--- config.mk ---
export PLATFORM = sky130hd
export DESIGN_NAME = task3
export DESIGN_NICKNAME = d
export VERILOG_FILES = /design/src/rtl/task3.sv
export SDC_FILE = /design/constraint.sdc
export NUM_CORES = 1
export LEC_CHECK = 0
export CORE_UTILIZATION = 50
export CTS_CLUSTER_SIZE = 40
export DETAILED_ROUTE_END_ITERATION = 6
export GPL_TIMING_DRIVEN = 1
export PLACE_DENSITY = 0.75
export SLEW_MARGIN = 20
export SYNTH_ARGS = -nofsm -noshare
export SYNTH_HDL_FRONTEND = slang
export SYNTH_SLANG_ARGS = --single-unit
--- constraint.sdc ---
create_clock -name CLOCK_50 -period 4.5 [get_ports CLOCK_50]
set_input_delay 0.675 -clock CLOCK_50 [delete_from_list [all_inputs] [get_ports CLOCK_50]]
set_output_delay 0.675 -clock CLOCK_50 [all_outputs]
set_load 0.005 [all_outputs]
--- src/rtl/task3.sv ---
// rtl/task3.sv - clears a 160x120 framebuffer to black, then draws one midpoint circle outline.
// Pixel writes are registered and go out one per clock on the VGA_X/VGA_Y/VGA_COLOUR/VGA_PLOT bus.
module task3 #(
  parameter int CENTRE_X = 80,
  parameter int CENTRE_Y = 60,
  parameter int RADIUS = 40,
  parameter logic [2:0] CIRCLE_COLOUR = 3'b010
) (
  input  logic       CLOCK_50,
  input  logic [3:0] KEY,
  input  logic [9:0] SW,
  output logic [9:0] LEDR,
  output logic [6:0] HEX0,
  output logic [6:0] HEX1,
  output logic [6:0] HEX2,
  output logic [6:0] HEX3,
  output logic [6:0] HEX4,
  output logic [6:0] HEX5,
  output logic [7:0] VGA_R,
  output logic [7:0] VGA_G,
  output logic [7:0] VGA_B,
  output logic       VGA_HS,
  output logic       VGA_VS,
  output logic       VGA_CLK,
  output logic [7:0] VGA_X,
  output logic [6:0] VGA_Y,
  output logic [2:0] VGA_COLOUR,
  output logic       VGA_PLOT
);

  typedef enum logic [2:0] {CLEAR, INIT, OCTANT, UPDATE, DONE} state_t;

  localparam logic signed [10:0] CX = 11'(CENTRE_X);
  localparam logic signed [10:0] CY = 11'(CENTRE_Y);
  localparam logic signed [10:0] RAD = 11'(RADIUS);

  logic clk;
  logic rst;
  logic unused_inputs;

  state_t state, next_state;
  logic [7:0] x;
  logic [6:0] y;
  logic [2:0] oct;
  logic signed [10:0] ox, oy, crit;
  logic signed [10:0] px, py;
  logic signed [10:0] oy_new, ox_new, crit_new;
  logic in_range;
  logic done_led;

  assign clk = CLOCK_50;
  assign rst = KEY[3];
  assign unused_inputs = ^{KEY[2:0], SW};

  assign LEDR = {9'd0, done_led};
  assign HEX0 = 7'h7F;
  assign HEX1 = 7'h7F;
  assign HEX2 = 7'h7F;
  assign HEX3 = 7'h7F;
  assign HEX4 = 7'h7F;
  assign HEX5 = 7'h7F;
  assign VGA_R = 8'd0;
  assign VGA_G = 8'd0;
  assign VGA_B = 8'd0;
  assign VGA_HS = 1'b0;
  assign VGA_VS = 1'b0;
  assign VGA_CLK = 1'b0;

  always_comb begin
    px = CX;
    py = CY;
    case (oct)
      3'd0: begin px = CX + ox; py = CY + oy; end
      3'd1: begin px = CX + oy; py = CY + ox; end
      3'd2: begin px = CX - ox; py = CY + oy; end
      3'd3: begin px = CX - oy; py = CY + ox; end
      3'd4: begin px = CX - ox; py = CY - oy; end
      3'd5: begin px = CX - oy; py = CY - ox; end
      3'd6: begin px = CX + ox; py = CY - oy; end
      default: begin px = CX + oy; py = CY - ox; end
    endcase
    in_range = (px >= 11'sd0) && (px <= 11'sd159) && (py >= 11'sd0) && (py <= 11'sd119);
  end

  // Midpoint step: the decision term uses the already-updated oy and ox.
  always_comb begin
    oy_new = oy + 11'sd1;
    ox_new = ox;
    crit_new = crit + 11'sd2 * oy_new + 11'sd1;
    if (crit > 11'sd0) begin
      ox_new = ox - 11'sd1;
      crit_new = crit + 11'sd2 * (oy_new - ox_new) + 11'sd1;
    end
  end

  always_comb begin
    next_state = state;
    case (state)
      CLEAR:   if (x == 8'd159 && y == 7'd119) next_state = INIT;
      INIT:    next_state = OCTANT;
      OCTANT:  if (oct == 3'd7) next_state = UPDATE;
      UPDATE:  next_state = (oy_new <= ox_new) ? OCTANT : DONE;
      default: next_state = DONE;
    endcase
  end

  always_ff @(posedge clk or posedge rst) begin
    if (rst) state <= CLEAR;
    else     state <= next_state;
  end

  always_ff @(posedge clk or posedge rst) begin
    if (rst) begin
      x <= 8'd0;
      y <= 7'd0;
      oct <= 3'd0;
      ox <= 11'sd0;
      oy <= 11'sd0;
      crit <= 11'sd0;
      VGA_X <= 8'd0;
      VGA_Y <= 7'd0;
      VGA_COLOUR <= 3'd0;
      VGA_PLOT <= 1'b0;
      done_led <= 1'b0;
    end else begin
      done_led <= (next_state == DONE);
      case (state)
        CLEAR: begin
          VGA_X <= x;
          VGA_Y <= y;
          VGA_COLOUR <= 3'd0;
          VGA_PLOT <= 1'b1;
          if (y == 7'd119) begin
            y <= 7'd0;
            x <= (x == 8'd159) ? 8'd0 : x + 8'd1;
          end else begin
            y <= y + 7'd1;
          end
        end
        INIT: begin
          VGA_PLOT <= 1'b0;
          ox <= RAD;
          oy <= 11'sd0;
          crit <= 11'sd1 - RAD;
          oct <= 3'd0;
        end
        OCTANT: begin
          // Off-screen points still consume their cycle; coordinates are just truncated.
          VGA_X <= px[7:0];
          VGA_Y <= py[6:0];
          VGA_COLOUR <= CIRCLE_COLOUR;
          VGA_PLOT <= in_range;
          oct <= oct + 3'd1;
        end
        UPDATE: begin
          VGA_PLOT <= 1'b0;
          ox <= ox_new;
          oy <= oy_new;
          crit <= crit_new;
        end
        default: VGA_PLOT <= 1'b0;
      endcase
    end
  end

endmodule

==> flow_metrics.tcl <==
set metrics [dict create \
    outcome "complete, no violations" \
    fin_util 0.532 \
    preCtsSetupSlack_ns 0.758 \
    coreArea_um2 14500 \
    min_period_over_period 0.854 \
    n_fill_cell 1384 \
    cts_buffer_depth 2 \
    synthesis.area_um2 7390 \
    ys_seq_area_frac 0.244 \
    htree_levels 3 \
    synth_cell_type_count 77 \
    clk_pin_slew_worst_paths_ns 0.06 \
    crit_family "compound AO/OA/AOI/OAI gates" \
    drt-met1-wl_um 8190 \
    synth_area_leaders "dfrtp_1 24%, ha_1 8.8%, buf_4 8.2%" \
    wl_per_cell_um 15.9 \
    syn_inst 940 \
    rsz0062_at_grt "no" \
    ff_latch_area_um2 1800 \
    cts_setup_buffers 0 \
    yosysTopAreaCell "dfrtp_1" \
    fin_setup_tns_ns 0 \
    drv_cap 0 \
    die_h_um 124 \
    synth_seq_cells 72 \
    portBuffers 19 \
    io_pins 113 \
    drive_gt1_frac 0.0664 \
    synth-edff-count 0 \
    fmaxAchievable_mhz 260 \
    cts_sinks 72 \
    dpl.hpwl_um 12700 \
    cts-hold-fix-buffers 0 \
    synth_most_common_cell "nand2_1" \
    peakVddDrop_v 0.000148 \
    cp_common_cell "ha_1" \
    cp_num_buf_inv 1 \
    place_congestion 0.886 \
    cts_buffers 9 \
    critPathMaxFanout 9 \
    finalClockSkew_ns 0.00862 \
    ys_async_sr_fraction 1.00 \
    nNetsFinal 999 \
    die_area_um2 15300 \
    finalWirelength_um 17800 \
    multiInputGateArea_um2 4960 \
    drc 0 \
    antenna_found_initial 0 \
    yosysWarningCount 0 \
    synth_top_area_share 0.244 \
    tritoncts "done" \
    hp-class "reg2reg" \
    crit_chain "inv_1, ha_1, nand2_1, xor2_1, ha_1, and3_1, a21oi_1, nand3b_1, xor2_1, ha_1, o41ai_1, o21ai_0, xnor2_1, nor2_1, o32a_1" \
    path_class "reg2reg" \
    cp.required_ns 4.73 \
    n_antenna_cell 0 \
    max_slew.worst_pin.slew_ns 0.918 \
    grt-ovfl-total 0 \
    die_w_um 124 \
    final_hold_viol_count 0 \
    critPathSlowestCell "o41ai_1" \
    dr_wl_met3_um 1020 \
    drtPass1Iterations 5 \
    p_leak_uw 0.00342 \
    worstPathArrival_ns 4.08 \
    max_stage_delay_ns 0.53 \
    first_iter_violations 515 \
    synthTopCellsByCount "127 x nand2_1, 81 x buf_4, 73 x nor2_1, 72 x dfrtp_1, 65 x a21oi_1" \
    syn_area_per_cell_um2 7.86 \
    period_needed_ns 3.84 \
    fin_ws_ns 0.659 \
    maxSlewViolCount 0 \
    clk_latency_ns 0.35 \
    grt_usage 0.247 \
    routed.top_layer "met4" \
    grt_pass1_vias 5815 \
    clock-root-buffer "clkbuf_16" \
    viasPerCell 5.73 \
    endpoint_kind "flip-flop" \
    dominantRegCellSynth "dfrtp_1" \
    post-place-cells 1102 \
    vias 6403 \
    cts_resized 0 \
    rows 44 \
    areaGrowthSynthToFinish_pct 4.11 \
    final_antenna_net_count 0 \
    grt_max_degree 45 \
    fin_cells 1118 \
    grt_pass1_wl_um 29200 \
    p_per_area_nw_per_um2 180 \
    start_util 0.511 \
    max_slew_margin 0.388 \
    route.met2.wl_um 8160 \
    cp-start-kind "flip-flop" \
    setup_viol 0 \
]
[power breakdown]
part / leakage (uW) / internal, uW / switching (uW)
combinational: 0.00231 / 1.38 / 28.5
sequential: 0.000977 / 647 / 0
clock: 0.000139 / 384 / 322
[per-stage QoR]
stage	hold WS, ns	instance area, um2	power, uW
after floorplan	0.467	7680	734
after detailed placement	0.469	7410	689
after global routing	0.516	7700	1430
after CTS	0.482	7700	1390
final	0.477	7700	1380
after global placement	0.465	7410	689
[layer usage]
| layer | vias up | track usage |
|---|---|---|
| met5 | - | 0 |
| met4 | 0 | 0.0858 |
| met3 | 38 | 0.0385 |
| met1 | 3024 | 0.340 |
| met2 | 237 | 0.393 |
| li1 | 3104 | - |
[cell type report]
| class | instances | area share |
|---|---|---|
| Multi-Input combinational cell | 787 | 0.644 |
| Clock inverter | 7 | 0.00813 |
| Clock buffer | 9 | 0.0293 |
| Timing Repair Buffer | 40 | 0.0452 |
| Sequential cell | 72 | 0.234 |
| Tap cell | 184 | 0.0299 |
| Inverter | 19 | 0.00927 |
[final timing paths]
kind	from	end	slack, ns	cells past startpoint
setup / recovery	ox[1]	crit[9]	0.66	15
hold / removal	VGA_Y[4]	VGA_Y[4]	0.48	2
setup reg to reg	ox[1]	crit[9]	0.66	15
hold reg to reg	VGA_Y[4]	VGA_Y[4]	0.48	2
max in group asynchronous	KEY[3]	ox[9]	2.74	3
min in group asynchronous	KEY[3]	VGA_X[1]	0.70	2
[sequential cells by signal (all words and copies together), names as in the netlist]
| signal | flops |
|---|---|
| VGA_PLOT | 1 |
| crit | 11 |
| VGA_Y | 7 |
| oct | 3 |
| VGA_COLOUR | 1 |
| x | 8 |
| state | 3 |
| y | 7 |
| VGA_X | 8 |
| ox | 11 |
| done_led | 1 |
| oy | 11 |
[kinds of logic after synthesis]
logic type / synth area share
and+or+nand+nor: 0.200
other: 0.00102
xor gates and xnor gates: 0.0994
AOI/OAI and AO/OA: 0.193
DFF: 0.244
adders and majority gates: 0.0961
buffers and inverters: 0.126
muxes: 0.0406
[worst reg2reg max path: cells and delay by family (launching register included)]
kind / cells / cell delay [ns]
AOI/OAI and AO/OA: 4 / 1.26
xor gates and xnor gates: 3 / 0.48
adders and majority gates: 3 / 0.86
buffers and inverters: 1 / 0.17
DFF: 1 / 0.50
and+or+nand+nor: 4 / 0.47
[placed cells by master (no fill, tap or decap), types with 6 or more instances in the layout]
cell type	instances
clkdlybuf4s50_1	19
nand2_1	127
o211ai_1	7
nor2_1	73
o31ai_1	8
xor2_1	31
xnor2_1	51
inv_1	18
buf_4	21
nand4_1	10
a31oi_1	9
nor2b_1	9
or2_2	6
mux2i_1	21
o22ai_1	9
o21ai_0	61
conb_1	80
nor3_1	23
ha_1	52
a21o_1	9
clkbuf_16	9
dfrtp_1	72
nand3_1	24
o21a_1	8
mux2_2	6
a21oi_1	65
No activity file was read; power rests on OpenSTA's default activity.
